[config.mk]
export PLATFORM = sky130hd
export DESIGN_NAME = multiplier_seq
export DESIGN_NICKNAME = d
export VERILOG_FILES = /design/src/rtl/multiplier_seq_pkg.sv /design/src/rtl/shift_add_step.sv /design/src/rtl/multiplier_seq.sv
export SDC_FILE = /design/constraint.sdc
export NUM_CORES = 1
export LEC_CHECK = 0
export CELL_PAD_IN_SITES_DETAIL_PLACEMENT = 1
export CELL_PAD_IN_SITES_GLOBAL_PLACEMENT = 1
export CORE_MARGIN = 1
export CORE_UTILIZATION = 37
export DETAILED_ROUTE_END_ITERATION = 12
export GPL_ROUTABILITY_DRIVEN = 0
export GPL_TIMING_DRIVEN = 0
export PLACE_DENSITY_LB_ADDON = 0.1
export SLEW_MARGIN = 20
export SYNTH_ARGS = -nofsm -noshare
export SYNTH_HDL_FRONTEND = slang
export SYNTH_SLANG_ARGS = --single-unit
[constraint.sdc]
create_clock -name clk -period 2.4 [get_ports clk]
set_input_delay 0.6 -clock clk [delete_from_list [all_inputs] [get_ports clk]]
set_output_delay 0.6 -clock clk [all_outputs]
set_load 0.01 [all_outputs]
[src/rtl/multiplier_seq_pkg.sv]
// Shared definitions for the sequential shift-add multiplier.
//   state_t   : FSM encodings (IDLE=0, RUN=1, DONE=2)
//   DEF_WIDTH : default operand width
package multiplier_seq_pkg;

  localparam int DEF_WIDTH = 4;

  typedef enum logic [1:0] {
    ST_IDLE = 2'd0,
    ST_RUN  = 2'd1,
    ST_DONE = 2'd2
  } state_t;

endpackage

[src/rtl/shift_add_step.sv]
// One shift-add iteration (combinational).
//   acc      in  2*WIDTH  running partial-product sum
//   mcand    in  WIDTH    multiplicand (unsigned magnitude)
//   mbit     in  1        current multiplier bit
//   cnt      in  CW       bit position / shift amount
//   acc_nxt  out 2*WIDTH  acc + (mbit ? mcand<<cnt : 0)
module shift_add_step #(
  parameter int WIDTH = 4,
  parameter int CW    = (WIDTH > 1) ? $clog2(WIDTH) : 1
) (
  input  logic [2*WIDTH-1:0] acc,
  input  logic [WIDTH-1:0]   mcand,
  input  logic               mbit,
  input  logic [CW-1:0]      cnt,
  output logic [2*WIDTH-1:0] acc_nxt
);

  logic [2*WIDTH-1:0] pp;

  always_comb begin
    pp      = {{WIDTH{1'b0}}, mcand} << cnt;
    acc_nxt = mbit ? acc + pp : acc;
  end

endmodule

[src/rtl/multiplier_seq.sv]
// Sequential shift-add multiplier: one partial product per clock.
// A start accepted in IDLE or DONE captures a/b; WIDTH RUN cycles follow,
// then one DONE cycle with done=1 and out loaded. out holds until the next
// accepted start completes.
//   clk    in  1        rising-edge clock
//   rst_n  in  1        asynchronous active-low reset
//   start  in  1        request, sampled only in IDLE or DONE
//   a, b   in  WIDTH    operands, captured on accepted start
//   busy   out 1        high in RUN
//   done   out 1        one-cycle pulse in DONE
//   out    out 2*WIDTH  product
// Build option: define MULT_SIGNED_EN for two's-complement a/b/out.
module multiplier_seq
  import multiplier_seq_pkg::*;
#(
  parameter int WIDTH = DEF_WIDTH
) (
  input  logic               clk,
  input  logic               rst_n,
  input  logic               start,
  input  logic [WIDTH-1:0]   a,
  input  logic [WIDTH-1:0]   b,
  output logic               busy,
  output logic               done,
  output logic [2*WIDTH-1:0] out
);

  localparam int CW = (WIDTH > 1) ? $clog2(WIDTH) : 1;
  localparam int PW = 2 * WIDTH;

  state_t          state, state_nxt;
  logic [WIDTH-1:0] mcand, mplier;
  logic [PW-1:0]    acc, acc_step;
  logic [CW-1:0]    cnt;
  logic             last, accept;
  logic [WIDTH-1:0] a_cap, b_cap;
  logic [PW-1:0]    res;

  shift_add_step #(.WIDTH(WIDTH), .CW(CW)) u_step (
    .acc     (acc),
    .mcand   (mcand),
    .mbit    (mplier[0]),
    .cnt     (cnt),
    .acc_nxt (acc_step)
  );

`ifdef MULT_SIGNED_EN
  logic sign;

  // -2^(WIDTH-1) negates to itself, which read unsigned is the correct
  // magnitude, so no extra bit is needed.
  function automatic logic [WIDTH-1:0] mag(input logic [WIDTH-1:0] v);
    return v[WIDTH-1] ? (~v + 1'b1) : v;
  endfunction

  always_comb begin
    a_cap = mag(a);
    b_cap = mag(b);
    res   = sign ? (~acc_step + 1'b1) : acc_step;
  end
`else
  always_comb begin
    a_cap = a;
    b_cap = b;
    res   = acc_step;
  end
`endif

  always_comb begin
    last   = (cnt == CW'(WIDTH - 1));
    accept = start && (state == ST_IDLE || state == ST_DONE);
  end

  always_comb begin
    state_nxt = state;
    case (state)
      ST_IDLE: if (start) state_nxt = ST_RUN;
      ST_RUN:  if (last)  state_nxt = ST_DONE;
      ST_DONE: state_nxt = start ? ST_RUN : ST_IDLE;
      default: state_nxt = ST_IDLE;
    endcase
  end

  always_comb begin
    busy = (state == ST_RUN);
    done = (state == ST_DONE);
  end

  always_ff @(posedge clk or negedge rst_n) begin
    if (!rst_n) begin
      state  <= ST_IDLE;
      mcand  <= '0;
      mplier <= '0;
      acc    <= '0;
      cnt    <= '0;
      out    <= '0;
`ifdef MULT_SIGNED_EN
      sign   <= 1'b0;
`endif
    end else begin
      state <= state_nxt;
      if (accept) begin
        mcand  <= a_cap;
        mplier <= b_cap;
        acc    <= '0;
        cnt    <= '0;
`ifdef MULT_SIGNED_EN
        sign   <= a[WIDTH-1] ^ b[WIDTH-1];
`endif
      end else if (state == ST_RUN) begin
        acc    <= acc_step;
        mplier <= mplier >> 1;
        cnt    <= cnt + 1'b1;
        // out only moves on the final add; it keeps the old product during RUN
        if (last) out <= res;
      end
    end
  end

endmodule

-- Yosys cells after proc, flatten, opt, wreduce, memory -nomap -nowiden
Index checks and enable logic that the tools add are counted.
- flip-flop bits (word level): 28
- output and inout bits: 10
- bits of input ports: 11
- add/sub/neg operators: 2
- eq/ne operators: 5
- multiplexer cells: 11
- reductions and logical operators: 6
- bitwise gates (word level): 1
- shift operators: 1
- operators with widths (cell ; count):
    two-way mux 8 bit ; 3
    adder 8 bit ; 1
    two-way mux 2 bit ; 4
    two-way mux 4 bit ; 2
    left shift 4 x 2 -> 8 bit ; 1
    one-hot mux 2 bit (3 select lines) ; 1
    equality test 2 bit, second input constant ; 2
    AND reduction 3 bit ; 1
    adder 2 x 1 -> 2 bit, second input constant ; 1
    equality test 2 x 1 -> 1 bit, second input constant ; 1
    zero test 2 bit ; 1
    inequality test 2 x 1 -> 1 bit, second input constant ; 1
    inequality test 2 bit, second input constant ; 1
    AND reduction 2 bit ; 1
    nonzero test 2 bit ; 1
    logical AND 1 bit ; 1
    logical OR 1 bit ; 1
    two-way mux 1 bit ; 1
    NOT 1 bit ; 1

-- Logic depth before layout (Yosys ltp)
- depth in word-level cells: 5
- gate-level depth with buffers: 10

-- Modules after synthesis
From an unflattened synthesis, not the netlist that was laid out.
- cell total of the unflattened synthesis: 147
- area, all modules: 1731.7 um2
- modules (own cells, without submodules) (module ; area an instance (um2) ; cells an instance ; times used ; sequential area each (um2)):
    multiplier_seq ; 1271.2 ; 86 ; 1 ; 700.7
    shift_add_step ; 460.4 ; 61 ; 1 ; 0.0

-- Least setup slack after synthesis
No wires, ideal clock.
- path type: flip-flop to flip-flop
- start point: register cnt[1]
- end point: register out[5]
- library setup time: 0.069 ns
- setup slack: 0.090 ns
- arrival time: 2.241 ns
- stages on the path, launching flop included: 11
- path buffers: 1
- required time: 2.331 ns
- cell sequence: dfrtp_1 > clkbuf_1 > mux2_2 > nor2_1 > a21oi_1 > ha_1 > o21ai_2 > o21ai_2 > o21ai_2 > or4b_1 > nand3_1
- longest elaborated chain between the ends: 3
- elaborated cells on any way between the ends: 5
- ends and longest elaborated chain (item ; RTL line ; source):
    from (decl) ; multiplier_seq.sv:34 ; logic [CW-1:0] cnt;
    from (signal assigned) ; multiplier_seq.sv:113 ; cnt <= cnt + 1'b1;
    left shift 4 x 2 -> 8 bit ; shift_add_step.sv:21 ; pp = {{WIDTH{1'b0}}, mcand} << cnt;
    adder 8 bit ; shift_add_step.sv:22 ; acc_nxt = mbit ? acc + pp : acc;
    two-way mux 8 bit ; shift_add_step.sv:22 ;
    to (signal assigned) ; multiplier_seq.sv:115 ; if (last) out <= res;
    to (decl) ; multiplier_seq.sv:25 ; output logic [2*WIDTH-1:0] out
Several ways; a longest one is shown, not always the timed one.
A chain may end at the register's enable or synchronous reset.

-- Final worst setup path
- start point: register cnt[1]
- end point: register out[6]
Same word-level chain as after synthesis.

==> results.py <==
metrics = {
    "power": {
        "design_power_total_uw": 2811,
        "ir_worst_vdd_uv": 442.7,
        "power_density_nw_per_um2": 1404,
        "leakage_uw": 0.0009246,
    },
    "cells_and_area": {
        "nFillCells": 475,
        "synthToLayoutAreaGrowth_pct": 24.22,
        "antennaDiodeCount": 0,
        "drive_gt1_share_pct": 15.76,
        "layout.nets": 224,
    },
    "sta": {
        "tightest_slew_ns": 0.6418,
        "min_period_over_period_pct": 94.24,
        "finalSetupViolCount": 0,
        "holdWs_ns": 0.3284,
        "fin_skew_ns": 0.003913,
        "slew_viol_final": 0,
        "max_clock_freq_mhz": 442.1,
        "rsz0062_at_grt": "yes",
        "hold_violations": 0,
        "relSlewSlack_pct": 57.21,
        "finalCriticalPeriod_ns": 2.262,
        "fin_ws_ns": 0.1383,
        "tns_ns": 0,
    },
    "outcome": {
        "status": "finished, final reports clean",
    },
    "setup_path": {
        "reg2reg_depth": 9,
        "crit_fanout": 6,
        "worstSetupStartpointType": "flip-flop",
        "crit_required_ns": 2.62,
        "rr_startpoint": "cnt[1]",
        "endpoint_kind": "flip-flop",
        "worstPathArrival_ns": 2.48,
        "path_class": "flip-flop to flip-flop",
        "r2r_slack_ns": 0.14,
        "timing.rr.end": "out[6]",
    },
    "logic_synthesis": {
        "synth_edf_count": 0,
        "ys_types": 40,
        "netlist.area_leader.share_pct": 43.48,
        "ys_ff_latch": 28,
        "syn_area_um2": 1612,
        "yosysWarnings": 0,
        "async_reset_ff_share_pct": 100.0,
        "synth_nets": 195,
        "ys_top_cells_by_area": "dfrtp_1, nand2_1, ha_1, o21ai_0, mux2i_1",
        "yosysSeqAreaShare_pct": 43.48,
        "syn_area_per_cell_um2": 9.209,
        "synth-main-ff-cell": "dfrtp_1",
        "synth_cells": 175,
        "synth_largest_area_cell": "dfrtp_1",
    },
    "clocking": {
        "cts_root_buf": "clkbuf_8",
        "clk_pin_slew_ns": 0.11,
        "numCtsBuffers": 3,
        "cts_tree": "built",
        "cts.htree.levels": 1,
        "worstSkewPairLatency_ns": 0.28,
        "ctsHoldBuffers": 0,
        "cts_sinks": 28,
        "clk_path_buf_depth": 2,
    },
    "floorplanning": {
        "dieArea_um2": 4623,
        "fp.dieH_um": 68.00,
        "ios": 21,
        "die_w_um": 68.00,
        "start_util_pct": 39.44,
        "core-area_um2": 4086,
        "num_rows": 23,
    },
    "global_routing": {
        "antenna_found_initial": 0,
        "grt_max_degree": 29,
        "grt_pass1_vias": 1411,
        "grt_use_total_pct": 20.32,
        "grt-ovfl-total": 0,
        "grt_pass1_wl_um": 6920,
    },
    "routing": {
        "ant_nets": 0,
        "vias_per_cell": 5.336,
        "wire_per_inst_um": 16.01,
        "totalWireLength_um": 4051,
        "drc": 0,
        "drtPass1Iterations": 3,
        "vias": 1350,
        "drt_iter0_drc": 44,
    },
    "hold_path": {
        "min_path_type": "input pin to asynchronous set/reset pin",
    },
    "run": {
        "cap_violations": 0,
    },
    "placement": {
        "dp_hpwl_um": 3025,
        "io_buffer_count": 20,
        "pre_cts_ws_ns": -0.2847,
    },
}
## report_power, final
part | total [µW] | internal [µW] | switching (µW)
combinational | 1620 | 743 | 877
sequential | 803 | 665 | 138
clock | 387 | 224 | 163
## per-layer routing
layer	up-vias	wire, µm	GRT usage, %	share of wire [%]
li1	668	-	-	-
met1	652	1886	26.52	47
met2	21	2004	34.93	49
met3	9	75	2.000	1.9
met4	0	84	6.510	2.1
met5	-	0	0	0
## kinds of logic (layout without fill, tap and decap cells)
kind of cell,count (synthesis),after routing,share of synthesized area [%]
DFF,28,28,43.48
and+or+nand+nor,70,70,21.20
AOI/OAI and AO/OA,40,40,16.00
muxes,9,9,5.745
adders and majority gates,9,9,7.454
buffers and inverters,14,42,3.416
xor gates and xnor gates,5,5,2.717
## worst max-delay path by stage
stage / slack, ns / end / cells past startpoint / startpoint
after floorplan: 0.09 / out[5] / 10 / cnt[1]
after global placement: -0.17 / acc[6] / 10 / cnt[0]
after detailed placement: -0.28 / out[4] / 10 / cnt[0]
after CTS: 0.007 / busy / 4 / state[1]
after global routing: -0.02 / out[7] / 10 / cnt[0]
final: 0.14 / out[6] / 9 / cnt[1]
## metrics by stage
stage | instance area, µm² | utilization [%] | cells
floorplan | 1612 | - | 175
global route | 2002 | 48.99 | 253
global placement | 1874 | 45.87 | 245
CTS | 1963 | 48.04 | 249
finish | 2002 | 48.99 | 253
detailed placement | 1869 | 45.74 | 245
## cells in the final DEF, fill, tap and decap left out, types with 2 or more instances in the layout
cell	count
mux2_2	2
a22oi_1	2
and3_1	4
mux2i_1	7
dfrtp_1	27
ha_1	7
clkbuf_1	3
nor2_1	9
a22o_1	2
buf_4	6
nor2b_1	3
a31o_2	3
buf_2	2
nand2b_1	2
nor3b_1	2
or3_1	2
o21ai_0	14
nand3_1	8
a21oi_1	6
inv_1	5
clkbuf_8	3
clkdlybuf4s50_1	18
o21ai_2	3
nand2_1	32
xnor2_1	4
## synth_stat cells, types with 2 or more instances
| library cell | n |
|---|---|
| a22oi_1 | 2 |
| o21ai_2 | 3 |
| mux2_2 | 2 |
| a21oi_1 | 7 |
| inv_1 | 6 |
| and3_1 | 4 |
| xnor2_1 | 4 |
| nand3_1 | 8 |
| buf_2 | 2 |
| dfrtp_1 | 28 |
| a31o_2 | 3 |
| nor2_1 | 9 |
| or3_1 | 2 |
| nor2b_1 | 3 |
| nand2b_1 | 2 |
| o21ai_0 | 15 |
| nor3b_1 | 3 |
| mux2i_1 | 7 |
| clkbuf_1 | 5 |
| a22o_1 | 2 |
| nand2_1 | 32 |
| ha_1 | 8 |
## final cells by class
| class | instances | area, µm² | area share, % |
|---|---|---|---|
| Multi-Input combinational cell | 133 | 873.3 | 43.63 |
| Clock inverter | 1 | 30.03 | 1.500 |
| Inverter | 6 | 22.52 | 1.125 |
| Sequential cell | 28 | 701.9 | 35.06 |
| Buffer | 7 | 35.03 | 1.750 |
| Timing Repair Buffer | 25 | 235.2 | 11.75 |
| Clock buffer | 3 | 41.29 | 2.063 |
| Tap cell | 50 | 62.56 | 3.125 |
## flip-flops by register name, indices dropped and copies added, names as in the netlist
| register | count |
|---|---|
| mplier | 4 |
| state | 2 |
| out | 8 |
| cnt | 2 |
| mcand | 4 |
| acc | 8 |
## critical path, stage by stage (launching register included)
cell     delay [ns]
dfrtp_2        0.43
mux2_2         0.36
nand2_1        0.08
o21ai_0        0.15
ha_1           0.38
o21a_1         0.13
o31ai_1        0.09
a21oi_2        0.13
or3_1          0.36
nand3_1        0.09
## timing repair
action,4_1_cts,5_1_grt
endpoints found under the setup margin,8,7
endpoints found under the hold margin,0,0
pin swaps,1,6
resized for setup,10,3
setup buffers,1,4
Note: power is estimated with default switching activity, not from simulation.
